<file path="src/rtl/uart_pkg.sv">
// uart_pkg - shared types, constants and helpers for the oversampled UART.
//
// Contents:
//   rx_state_t   receiver FSM state encoding
//   MAJ_LO/MAJ_HI/LAST_SAMPLE  sample-counter positions within one bit
//   baud_div()   oversample tick divider from clock and line rate
//   majority3()  2-of-3 vote
//   even_parity() XOR reduction of a data byte
// Optional feature macro used by the users of this package: UART_RX_PARITY_EN.
package uart_pkg;

  typedef enum logic [2:0] {
    IDLE   = 3'd0,
    START  = 3'd1,
    DATA   = 3'd2,
    PARITY = 3'd3,
    STOP   = 3'd4,
    BREAK  = 3'd5
  } rx_state_t;

  // Sample-counter positions: the vote uses samples 7,8,9 (bit centre) and
  // the bit ends at sample 15.
  localparam logic [3:0] MAJ_LO      = 4'd7;
  localparam logic [3:0] MAJ_HI      = 4'd9;
  localparam logic [3:0] LAST_SAMPLE = 4'd15;

  function automatic int baud_div(input int clk_hz, input int baud, input int os);
    return clk_hz / (baud * os);
  endfunction

  function automatic logic majority3(input logic a, input logic b, input logic c);
    return (a & b) | (a & c) | (b & c);
  endfunction

  // Even parity bit for a byte: 1 when the byte has an odd number of ones.
  function automatic logic even_parity(input logic [7:0] d);
    return ^d;
  endfunction

endpackage

</file>
<file path="src/rtl/uart_baud_tick.sv">
// uart_baud_tick - free-running divider producing a 1-cycle oversample tick.
//
// Ports:
//   clk    in  1  clock, rising edge
//   rst    in  1  synchronous active-high reset
//   clear  in  1  synchronous restart of the count at 0 (suppresses tick)
//   tick   out 1  high for one cycle every DIV cycles
// Shared between the receiver and the oversampled transmitter.
module uart_baud_tick #(
  parameter int DIV = 78
) (
  input  logic clk,
  input  logic rst,
  input  logic clear,
  output logic tick
);

  localparam int CW = (DIV > 1) ? $clog2(DIV) : 1;
  localparam logic [CW-1:0] CNT_MAX = CW'(DIV - 1);

  logic [CW-1:0] cnt;

  // Divider counter: wraps at DIV-1, restarts on clear or reset.
  always_ff @(posedge clk) begin
    if (rst || clear) begin
      cnt <= '0;
    end else if (cnt == CNT_MAX) begin
      cnt <= '0;
    end else begin
      cnt <= cnt + {{(CW-1){1'b0}}, 1'b1};
    end
  end

  assign tick = (cnt == CNT_MAX) && !clear;

endmodule

</file>
<file path="src/rtl/uart_rx_os16.sv">
// uart_rx_os16 - 8N1 UART receiver, 16x oversampling, 3-sample majority vote,
// one-byte valid/ready holding register.
//
// Ports:
//   hwclk      in  1  system clock, rising edge
//   rst        in  1  synchronous active-high reset
//   rx         in  1  asynchronous UART line, idle high
//   rxbyte     out 8  received byte, stable while rx_valid=1
//   rx_valid   out 1  rxbyte holds an unconsumed byte
//   rx_ready   in  1  consumer accepts; transfer when rx_valid && rx_ready
//   frame_err  out 1  1-cycle pulse: stop bit sampled low
//   overrun    out 1  1-cycle pulse: byte completed while holding reg full
//   parity_err out 1  (UART_RX_PARITY_EN only) 1-cycle pulse on parity mismatch
//
// Configuration macro: UART_RX_PARITY_EN selects 8E1 framing (adds PARITY
// state and parity_err). Undefined: 8N1.
module uart_rx_os16
  import uart_pkg::*;
#(
  parameter int CLK_HZ     = 12000000,
  parameter int BAUD       = 9600,
  parameter int OVERSAMPLE = 16
) (
  input  logic       hwclk,
  input  logic       rst,
  input  logic       rx,
  output logic [7:0] rxbyte,
  output logic       rx_valid,
  input  logic       rx_ready,
  output logic       frame_err,
`ifdef UART_RX_PARITY_EN
  output logic       overrun,
  output logic       parity_err
`else
  output logic       overrun
`endif
);

  localparam int DIV = baud_div(CLK_HZ, BAUD, OVERSAMPLE);

  logic       rx_meta;
  logic       rx_s;
  rx_state_t  state;
  rx_state_t  state_next;
  logic [3:0] scnt;
  logic [2:0] bit_idx;
  logic [7:0] shreg;
  logic       samp_a;
  logic       samp_b;
  logic       tick;
  logic       clear_div;
  logic       maj;
  logic       decide;
  logic       at_end;
  logic       parity_ok;
  logic       byte_done;
  logic       ferr_set;
  logic       perr_set;

  uart_baud_tick #(.DIV(DIV)) u_tick (
    .clk   (hwclk),
    .rst   (rst),
    .clear (clear_div),
    .tick  (tick)
  );

  // Two-flop synchronizer; resets to the idle (high) line level.
  always_ff @(posedge hwclk) begin
    if (rst) begin
      rx_meta <= 1'b1;
      rx_s    <= 1'b1;
    end else begin
      rx_meta <= rx;
      rx_s    <= rx_meta;
    end
  end

  // Vote uses the two stored samples plus the live sample at position 9.
  assign maj    = majority3(samp_a, samp_b, rx_s);
  assign decide = tick && (scnt == MAJ_HI);
  assign at_end = tick && (scnt == LAST_SAMPLE);

`ifdef UART_RX_PARITY_EN
  logic par_bit;

  // Captured parity bit, voted like a data bit.
  always_ff @(posedge hwclk) begin
    if (rst) begin
      par_bit <= 1'b0;
    end else if ((state == PARITY) && decide) begin
      par_bit <= maj;
    end else begin
      par_bit <= par_bit;
    end
  end

  assign parity_ok = (par_bit == even_parity(shreg));
`else
  assign parity_ok = 1'b1;
`endif

  // FSM state register.
  always_ff @(posedge hwclk) begin
    if (rst) begin
      state <= IDLE;
    end else begin
      state <= state_next;
    end
  end

  // FSM next-state logic.
  always_comb begin
    state_next = state;
    case (state)
      IDLE: begin
        if (!rx_s) state_next = START;
        else       state_next = IDLE;
      end
      START: begin
        if (decide && maj) state_next = IDLE;   // glitch shorter than half a bit
        else if (at_end)   state_next = DATA;
        else               state_next = START;
      end
      DATA: begin
        if (at_end && (bit_idx == 3'd7)) begin
`ifdef UART_RX_PARITY_EN
          state_next = PARITY;
`else
          state_next = STOP;
`endif
        end else begin
          state_next = DATA;
        end
      end
      PARITY: begin
        if (at_end) state_next = STOP;
        else        state_next = PARITY;
      end
      STOP: begin
        // Leave at the stop-bit centre so the next start edge is never missed.
        if (decide) state_next = maj ? IDLE : BREAK;
        else        state_next = STOP;
      end
      BREAK: begin
        if (rx_s) state_next = IDLE;
        else      state_next = BREAK;
      end
      default: state_next = IDLE;
    endcase
  end

  // FSM outputs: divider restart and the stop-decision event strobes.
  always_comb begin
    clear_div = 1'b0;
    byte_done = 1'b0;
    ferr_set  = 1'b0;
    perr_set  = 1'b0;
    case (state)
      IDLE: begin
        clear_div = !rx_s;
      end
      STOP: begin
        if (decide) begin
          byte_done = maj && parity_ok;
          ferr_set  = !maj;
          perr_set  = maj && !parity_ok;
        end else begin
          byte_done = 1'b0;
        end
      end
      default: begin
        clear_div = 1'b0;
      end
    endcase
  end

  // Sample counter, vote samples, bit index and LSB-first shift register.
  always_ff @(posedge hwclk) begin
    if (rst) begin
      scnt    <= 4'd0;
      bit_idx <= 3'd0;
      shreg   <= 8'h00;
      samp_a  <= 1'b1;
      samp_b  <= 1'b1;
    end else if (state == IDLE) begin
      scnt    <= 4'd0;
      bit_idx <= 3'd0;
    end else if (tick) begin
      scnt <= scnt + 4'd1;
      if (scnt == MAJ_LO)           samp_a <= rx_s;
      if (scnt == (MAJ_LO + 4'd1))  samp_b <= rx_s;
      if ((state == DATA) && (scnt == MAJ_HI)) shreg <= {maj, shreg[7:1]};
      if ((state == DATA) && (scnt == LAST_SAMPLE)) bit_idx <= bit_idx + 3'd1;
    end
  end

  // Holding register and registered error pulses.
  always_ff @(posedge hwclk) begin
    if (rst) begin
      rxbyte    <= 8'h00;
      rx_valid  <= 1'b0;
      frame_err <= 1'b0;
      overrun   <= 1'b0;
    end else begin
      frame_err <= ferr_set;
      overrun   <= byte_done && rx_valid && !rx_ready;
      if (byte_done && (!rx_valid || rx_ready)) begin
        rxbyte   <= shreg;
        rx_valid <= 1'b1;
      end else if (rx_valid && rx_ready) begin
        rx_valid <= 1'b0;
      end else begin
        rx_valid <= rx_valid;
      end
    end
  end

`ifdef UART_RX_PARITY_EN
  // Registered parity error pulse.
  always_ff @(posedge hwclk) begin
    if (rst) begin
      parity_err <= 1'b0;
    end else begin
      parity_err <= perr_set;
    end
  end
`endif

endmodule

</file>
<file path="config.mk">
export PLATFORM = sky130hd
export DESIGN_NAME = uart_rx_os16
export DESIGN_NICKNAME = d
export VERILOG_FILES = /design/src/rtl/uart_pkg.sv /design/src/rtl/uart_baud_tick.sv /design/src/rtl/uart_rx_os16.sv
export SDC_FILE = /design/constraint.sdc
export NUM_CORES = 1
export LEC_CHECK = 0
export BUFFER_PORTS_ARGS = -buffer_cell sky130_fd_sc_hd__buf_2
export CAP_MARGIN = 20
export CORE_ASPECT_RATIO = 1.4
export CORE_MARGIN = 1.5
export CORE_UTILIZATION = 25
export DETAILED_ROUTE_END_ITERATION = 8
export RECOVER_POWER = 50
export REMOVE_ABC_BUFFERS = 1
export SLEW_MARGIN = 15
export SYNTH_ARGS = -nofsm -noshare
export SYNTH_HDL_FRONTEND = slang
export SYNTH_SLANG_ARGS = --single-unit
</file>
<file path="constraint.sdc">
create_clock -name hwclk -period 2.25 [get_ports hwclk]
set_input_delay 0.675 -clock hwclk [delete_from_list [all_inputs] [get_ports hwclk]]
set_output_delay 0.675 -clock hwclk [all_outputs]
set_load 0.02 [all_outputs]
</file>
==> results of run 1 <==
kinds of logic (layout without fill, tap and decap cells):
logic type,count (synthesis),after routing
xor gates and xnor gates,9,9
buffers and inverters,18,30
DFF,40,40
AOI/OAI and AO/OA,30,30
and+or+nand+nor,73,73
muxes,13,13
adders and majority gates,8,8
flip-flops by register name, summed over array words and instances, names as in the netlist:
name	cells
bit_idx	3
frame_err	1
overrun	1
rx_meta	1
rx_s	1
rx_valid	1
rxbyte	8
samp_a	1
samp_b	1
scnt	4
shreg	8
state	3
u_tick.cnt	7
worst paths after layout:
path / from / endpoint / slack (ns) / cells past startpoint
setup / recovery: u_tick.cnt[0]$_SDFF_PP0_ / state[1]$_SDFF_PP0_ / 0.35 / 5
hold / removal: rx_meta$_SDFF_PP1_ / rx_s$_SDFF_PP1_ / 0.42 / 1
setup reg to reg: u_tick.cnt[0]$_SDFF_PP0_ / state[1]$_SDFF_PP0_ / 0.35 / 5
hold reg to reg: rx_meta$_SDFF_PP1_ / rx_s$_SDFF_PP1_ / 0.42 / 1
layer usage:
layer | part of all wire [%] | wire length (um)
met1 | 41 | 1390
met2 | 53 | 1790
met3 | 3.7 | 125
met4 | 1.5 | 51
met5 | 0 | 0
worst reg2reg max path: cells and delay by family, from the launching register on:
kind,cells,cell delay [ns]
adders and majority gates,1,0.18
AOI/OAI and AO/OA,2,0.43
DFF,1,0.37
and+or+nand+nor,2,0.80
through the flow:
step                      cell area, um2  utilization (%)  power (mW)  hold WS, ns  setup WS [ns]
after detailed placement            1940             27.8       0.775        0.405          0.299
after global routing                2020             28.9        1.39        0.443          0.171
after CTS                           2050             29.4        1.35        0.427          0.271
after floorplan                     1740                -       0.759        0.389          0.594
final                               2020             28.9        1.33        0.422          0.353
after global placement              1940             27.8       0.774        0.392          0.369
layout make-up:
type | instances | area, um2 | area share, %
Clock inverter | 3 | 42.5 | 2.11
Clock buffer | 5 | 68.8 | 3.41
Sequential cell | 40 | 801 | 39.6
Tap cell | 95 | 119 | 5.88
Multi-Input combinational cell | 133 | 901 | 44.6
Inverter | 7 | 26.3 | 1.30
Timing Repair Buffer | 15 | 62.6 | 3.10
power groups by stage:
| stage | combinational [mW] | sequential (mW) | clock, mW |
|---|---|---|---|
| 6_report | 0.0342 | 0.722 | 0.577 |
| 5_1_grt | 0.0385 | 0.724 | 0.628 |
| 4_1_cts | 0.0361 | 0.723 | 0.595 |
| 3_5_place_dp | 0.0359 | 0.739 | 0 |
| 3_3_place_gp | 0.0355 | 0.739 | 0 |
| 2_1_floorplan | 0.0214 | 0.737 | 0 |
layout by cell type (no fill, tap or decap), drive strengths merged, types with 7 or more instances in the layout:
cell,n
nand4,7
ha,7
a21oi,11
mux2i,13
dfxtp,40
nand3,11
o21ai,10
nor2,23
clkbuf,17
inv,7
==> impl_metrics.tcl, run 1 <==
set metrics [dict create \
    status "finished, final reports clean" \
    grt_usage_pct 9.16 \
    wl_per_cell_um 11.2 \
    die_x_um 74.9 \
    synth_fa_ha_area_share_pct 5.39 \
    p_int_mw 1.06 \
    max_cap_viol_count 0 \
    fmax_mhz 527 \
    io_pins 15 \
    rows 36 \
    hold_path.class "register to register" \
    timing.final.max_slew_violations 0 \
    syn-cell-area_um2 1810 \
    min_period_ns 1.90 \
    drive_above_1_share_pct 8.87 \
    dieArea_um2 7770 \
    drcViolationCount 0 \
    fin_tns_setup_ns 0 \
    p_sw_mw 0.277 \
    gp_congestion 0.836 \
    fillCellCount 759 \
    drt_iter0_markers 62 \
    critPathCaptureType "register" \
    worstMarginPinSlew_ns 0.537 \
    p_comb_share_pct 2.6 \
    gr-usage-met1_pct 10.2 \
    yosys.area_share.simple_pct 23.6 \
    met3_usage_pct 2.63 \
    finalSetupViolCount 0 \
    rsz0062_at_grt "false" \
    cts.hold.buffers_added 0 \
    netlist.area_leader.share_pct 44.2 \
    htreeDepth 2 \
    arrival_ns 2.07 \
    syn_to_final_growth_pct 11.6 \
    initial_utilization_pct 25.9 \
    synth_area_leaders "dfxtp_1 (44%), mux2i_1 (7.2%), ha_1 (4.8%)" \
    cp_slowest_cell "and4bb_1" \
    p_leak_nw 0.783 \
    drt-total-wl_um 3350 \
    cp_num_buf_inv 0 \
    powerDensity_nw_per_um2 660 \
    crit_type "register to register" \
    drtAntennaViolNets 0 \
    core_um2 6980 \
    yosysMostFrequentCell "dfxtp_1" \
    die_h_um 104 \
    grt_pass1_vias 1243 \
    synthMuxAreaShare_pct 7.19 \
    synth_cells 191 \
    period_share_pct 84.3 \
    antenna_cells 0 \
    clock_sinks 40 \
    ctsLongestPathBuffers 2 \
    numPortBuffers 14 \
    crit_path_max_fanout 11 \
    synth_top_family_by_area "simple AND/OR/NAND/NOR gates" \
    grt_max_degree 14 \
    seq_power_share_pct 54.2 \
    crit_required_ns 2.43 \
    final_cells 298 \
    crit_chain "ha_1 > and4bb_1 > nand4_1 > a22oi_1 > a211oi_2" \
    postSynthAreaPerCell_um2 9.48 \
    drtPass1Iterations 4 \
    grt.overflow.total 0 \
    synth_common_cells "dfxtp_1 (40), nor2_1 (23), mux2i_1 (13), a21oi_1 (11)" \
    start_kind "register" \
    dp_cells 290 \
    dp_hpwl_um 2550 \
    clk_pin_slew_ns 0.08 \
    ys.flop_type "dfxtp_1" \
    num-nets-final 213 \
    ys_seq_area_share_pct 44.2 \
    synth_top_area_cell "dfxtp_1" \
    yosysWarningCount 0 \
    switching_share_pct 20.8 \
    cp_slowest_stage_delay_ns 0.40 \
    antenna_found_initial 0 \
    busiest_layer "met2" \
    vias 1339 \
    ys_types 45 \
    slew_headroom_pct 64.1 \
    vias_per_cell 4.49 \
    numCtsBuffers 5 \
    cts_resized 0 \
    crit_family "simple AND/OR/NAND/NOR gates" \
    insertion_delay_ns 0.29 \
    grt_pass1_wl_um 5530 \
    ys_ff_latch 40 \
    cts_setup_buffers 0 \
    synth-xor-area-share_pct 4.35 \
    synth_compound_area_share_pct 10.1 \
    vdd_drop_max_mv 0.224 \
    cts_root_buffer "clkbuf_8" \
    synthArstFlopShare_pct 0 \
    finClkSkew_ns 0.00681 \
    synth_edf_count 0 \
    hold_viol 0 \
    cts_tree "yes" \
    met2_usage_pct 15.8 \
    pwr-share-clk_pct 43.2 \
]
No activity file was read; power rests on OpenSTA's default activity.
==> inputs of run 2 (changes only) <==
- ABC_AREA: not set -> 1
- clock period: 2.25 -> 1.7 ns (I/O delays scaled with it)
==> run 2 against run 1 <==
  * Critical path depth rose by 5
  * Routed wire length up 2.4%
  * Register-to-register slack worse by 0.23 ns
  * Critical endpoint is now rxbyte[7]$_SDFFE_PP0P_
==> impl_metrics.tcl, run 2 <==
set metrics [dict create \
    crit_type "register to register" \
    syn-cell-area_um2 1880 \
    period_share_pct 92.8 \
    rsz0062_at_grt "false" \
    netlist.area_leader.share_pct 42.5 \
    io_pins 15 \
    powerDensity_nw_per_um2 811 \
    grt_pass1_wl_um 6140 \
    finClkSkew_ns 0.0113 \
    grt_max_degree 19 \
    start_kind "register" \
    synth_common_cells "dfxtp_1 (40), nand2_1 (35), nor2_1 (31), inv_1 (25)" \
    hold_path.class "primary input to register" \
    ys.flop_type "dfxtp_1" \
    hp-start "rx" \
    min_path_cells 2 \
    insertion_delay_ns 0.30 \
    synth_area_leaders "dfxtp_1 (42%), nand2_1 (7.0%), nor2_1 (6.2%)" \
    worstMarginPinSlew_ns 0.576 \
    min_period_ns 1.58 \
    drt-total-wl_um 3430 \
    cts_root_buffer "clkbuf_8" \
    p_leak_nw 0.882 \
    ctsLongestPathBuffers 2 \
    timing.final.max_slew_violations 0 \
    clock_sinks 40 \
    synthArstFlopShare_pct 0 \
    largestRegisters "rxbyte x8, shreg x8, u_tick.cnt x7" \
    vias 1507 \
    vias_per_cell 4.20 \
    drtPass1Iterations 4 \
    max_cap_viol_count 0 \
    wl_per_cell_um 9.56 \
    fin_tns_setup_ns 0 \
    final_cell_mix "dfxtp_1 (40), nand2_1 (35), nor2_1 (30), inv_1 (24)" \
    crit_required_ns 1.90 \
    cts_tree "yes" \
    r2r_setup_slack_ns 0.12 \
    dp_cells 347 \
    r2r_cells 10 \
    htreeDepth 2 \
    hold_viol 0 \
    grt.overflow.total 0 \
    crit_path_max_fanout 16 \
    rows 37 \
    vdd_drop_max_mv 0.344 \
    ys_ff_latch 40 \
    slew_headroom_pct 61.5 \
    grt_pass1_vias 1446 \
    drcViolationCount 0 \
    synth_cells 236 \
    postPlaceCellArea_um2 2080 \
    num-nets-final 272 \
    reg2reg_to "rxbyte[7]$_SDFFE_PP0P_" \
    die_x_um 76.4 \
    status "finished, final reports clean" \
    finalSetupViolCount 0 \
    dieArea_um2 8070 \
    die_h_um 106 \
    fmax_mhz 634 \
    clk_pin_slew_ns 0.08 \
    drt_iter0_markers 46 \
    arrival_ns 1.77 \
    grt_usage_pct 9.41 \
    finalPower_mw 1.80 \
    core_um2 7310 \
    numCtsBuffers 5 \
    drtAntennaViolNets 0 \
    synth_top_area_cell "dfxtp_1" \
    ys_types 31 \
    gp_congestion 0.752 \
    syn_to_final_growth_pct 17.5 \
    postSynthAreaPerCell_um2 7.98 \
    reg2reg_from "scnt[1]$_SDFFE_PP0P_" \
    dp_hpwl_um 2530 \
    critPathCaptureType "register" \
    synth_edf_count 0 \
    yosysWarningCount 0 \
    numPortBuffers 14 \
    final_cells 359 \
    antenna_cells 0 \
    layout_commonest_cell "dfxtp_1" \
    drive_above_1_share_pct 19.5 \
    yosysMostFrequentCell "dfxtp_1" \
    antenna_found_initial 0 \
    stdcell_area_um2 2210 \
    initial_utilization_pct 25.8 \
    ys_seq_area_share_pct 42.5 \
    min_to "rx_meta$_SDFF_PP1_" \
]
==> run 2: area by class of cell <==
type	instances	area, um2
Clock buffer	5	68.8
Clock inverter	3	42.5
Fill cell	819	5100
Inverter	34	128
Multi-Input combinational cell	157	922
Sequential cell	40	801
Tap cell	97	121
Timing Repair Buffer	23	131
==> run 2: repair_timing <==
action,CTS,global route
hold buffers,0,0
endpoints found under the hold margin,0,0
resized for setup,0,2
setup endpoints to repair,0,10
setup buffers,0,4
==> run 2: per-stage QoR <==
| stage | utilization (%) | setup slack [ns] | hold WS (ns) |
|---|---|---|---|
| after global routing | 30.3 | 0.00109 | 0.392 |
| after detailed placement | 28.4 | 0.0173 | 0.395 |
| after global placement | 28.4 | 0.0573 | 0.392 |
| after floorplan | - | 0.194 | 0.389 |
| final | 30.3 | 0.122 | 0.389 |
| after CTS | 29.9 | 0.00702 | 0.385 |
==> run 2: worst max path at each step <==
| stage | to | depth (start not counted) | slack [ns] | from |
|---|---|---|---|---|
| after global placement | rxbyte[6]$_SDFFE_PP0P_ | 11 | 0.06 | u_tick.cnt[1]$_SDFF_PP0_ |
| after global routing | rxbyte[0]$_SDFFE_PP0P_ | 10 | 0.001 | scnt[1]$_SDFFE_PP0P_ |
| after detailed placement | rxbyte[7]$_SDFFE_PP0P_ | 11 | 0.02 | u_tick.cnt[1]$_SDFF_PP0_ |
| after CTS | rxbyte[7]$_SDFFE_PP0P_ | 11 | 0.007 | u_tick.cnt[1]$_SDFF_PP0_ |
| after floorplan | shreg[0]$_SDFFE_PP0P_ | 8 | 0.19 | u_tick.cnt[0]$_SDFF_PP0_ |
| final | rxbyte[7]$_SDFFE_PP0P_ | 10 | 0.12 | scnt[1]$_SDFFE_PP0P_ |
==> run 2: per-layer routing <==
metal	vias up	part of all wire, %	wire length, um	GRT usage (%)
met1	664	46	1570	10.4
met4	0	2.2	74	4.89
met3	9	3.4	115	2.60
li1	814	-	-	-
met5	-	0	0	0
met2	20	49	1670	16.3
==> run 2: power by group <==
part           internal, mW  total, mW  switching [mW]
clock network         0.435      0.782           0.347
logic                0.0230     0.0614          0.0384
registers             0.946      0.953         0.00767
total                  1.40       1.80           0.394
==> run 2: worst max-delay path, cell delays in order, from the launching register on <==
cell and delay, ns:
dfxtp_1 0.33, inv_1 0.09, ha_1 0.15, inv_1 0.04, nor2_2 0.18, nand4_2 0.18
nor2_4 0.16, buf_12 0.14, nand3_1 0.08, nand2_1 0.09, nor2_1 0.04
==> run 2: cell families (layout without fill, tap and decap cells) <==
kind of cell / after synthesis / in the layout / synth area share, %
xor gates and xnor gates: 1 / 1 / 0.465
adders and majority gates: 7 / 7 / 4.65
AOI/OAI and AO/OA: 33 / 33 / 12.1
buffers and inverters: 39 / 65 / 8.70
and+or+nand+nor: 116 / 116 / 31.6
DFF: 40 / 40 / 42.5
==> inputs of run 3 (changes only) <==
- CORE_MARGIN: 1.5 -> 1
==> run 3 against run 2 <==
  * Critical path depth down 1
  * Cell count down 0.56%
  * Utilization fell by 0.19 points
  * Critical path type unchanged
  * Critical endpoint is now bit_idx[0]$_SDFFE_PP0P_
  * Largest cell class unchanged
==> impl_metrics.tcl, run 3 (synthesis gave the netlist of run 2 again) <==
set metrics [dict create \
    cts_resized 0 \
    grt_pass1_wl_um 5930 \
    drive_above_1_share_pct 17.7 \
    io_pins 15 \
    arrival_ns 1.77 \
    grt.overflow.total 0 \
    finClkSkew_ns 0.00691 \
    min_period_ns 1.54 \
    crit_type "register to register" \
    rsz0062_at_grt "false" \
    dp_hpwl_um 2490 \
    initial_utilization_pct 25.8 \
    die_x_um 75.4 \
    hold_path.class "primary input to register" \
    insertion_delay_ns 0.30 \
    vdd_drop_max_mv 0.381 \
    cts_setup_buffers 0 \
    antenna_cells 0 \
    wl_per_cell_um 9.39 \
    drcViolationCount 0 \
    grt_usage_pct 9.69 \
    drtAntennaViolNets 0 \
    drt_iter0_markers 55 \
    cts.hold.buffers_added 0 \
    layout_commonest_cell "dfxtp_1" \
    syn_to_final_growth_pct 16.8 \
    gp_congestion 0.822 \
    htreeDepth 2 \
    critPathCaptureType "register" \
    ctsLongestPathBuffers 2 \
    worstMarginPinSlew_ns 0.571 \
    cts_root_buffer "clkbuf_8" \
    busiest_layer "met2" \
    crit_path_max_fanout 9 \
    start_kind "register" \
    numPortBuffers 14 \
    gr-usage-met1_pct 10.9 \
    final_cell_mix "dfxtp_1 (40), nand2_1 (35), nor2_1 (31), inv_1 (26)" \
    drtPass1Iterations 4 \
    hold_viol 0 \
    largestRegisters "rxbyte x8, shreg x8, u_tick.cnt x7" \
    clk_pin_slew_ns 0.08 \
    finalSetupViolCount 0 \
    met2_usage_pct 16.0 \
    core_um2 7310 \
    grt_pass1_vias 1426 \
    dieArea_um2 7890 \
    drt-total-wl_um 3350 \
    crit_required_ns 1.93 \
    vias 1507 \
    cts_tree "yes" \
    met3_usage_pct 2.89 \
    period_share_pct 90.7 \
    num-nets-final 270 \
    timing.final.max_slew_violations 0 \
    antenna_found_initial 0 \
    grt_max_degree 19 \
    die_h_um 105 \
    p_leak_nw 0.875 \
    clock_sinks 40 \
    numCtsBuffers 5 \
    fin_tns_setup_ns 0 \
    vias_per_cell 4.22 \
    fmax_mhz 649 \
    rows 37 \
    finalPower_mw 1.81 \
    powerDensity_nw_per_um2 824 \
    status "finished, final reports clean" \
    max_cap_viol_count 0 \
    slew_headroom_pct 61.8 \
]
==> run 3: cell type report <==
cell class,instances,area (um2)
Clock buffer,5,68.8
Clock inverter,3,46.3
Fill cell,823,5110
Inverter,34,128
Multi-Input combinational cell,157,920
Sequential cell,40,801
Tap cell,97,121
Timing Repair Buffer,21,116
==> run 3: critical path, cell delays in order, from the launching register on <==
cell and delay (ns):
dfxtp_1 0.33, inv_1 0.06, ha_1 0.12, nand2_1 0.05
inv_1 0.10, nand3_4 0.14, nor2_8 0.20, nand3_2 0.13
or2_0 0.23, a21oi_1 0.12
==> run 3: stage by stage <==
step / hold slack [ns] / worst slack (ns) / instances / cell area [um2] / util [%]
after global placement: 0.397 / 0.108 / 348 / 2080 / 28.5
after detailed placement: 0.400 / 0.0962 / 348 / 2080 / 28.5
after floorplan: 0.389 / 0.194 / 231 / 1850 / -
after global routing: 0.389 / 0.00877 / 357 / 2200 / 30.1
final: 0.388 / 0.159 / 357 / 2200 / 30.1
after CTS: 0.380 / 0.0888 / 356 / 2200 / 30.1
==> run 3: layer usage <==
layer	vias to the layer above	part of all wire, %
met2	20	48
met4	0	2.4
met3	8	3.6
met1	662	46
li1	817	-
met5	-	0
==> run 3: path summary, 6_finish.rpt <==
| check | from | end | slack (ns) | depth (start not counted) |
|---|---|---|---|---|
| max reg2reg | u_tick.cnt[1]$_SDFF_PP0_ | bit_idx[0]$_SDFFE_PP0P_ | 0.16 | 9 |
| max | u_tick.cnt[1]$_SDFF_PP0_ | bit_idx[0]$_SDFFE_PP0P_ | 0.16 | 9 |
| min | rx | rx_meta$_SDFF_PP1_ | 0.39 | 2 |
| min reg2reg | rx_meta$_SDFF_PP1_ | rx_s$_SDFF_PP1_ | 0.42 | 1 |
==> run 3: power by group <==
part           total, mW  switching (mW)  internal (mW)  leakage [nW]
clock network      0.800           0.358          0.442        0.0548
registers          0.953         0.00768          0.946         0.323
logic             0.0616          0.0383         0.0233         0.497
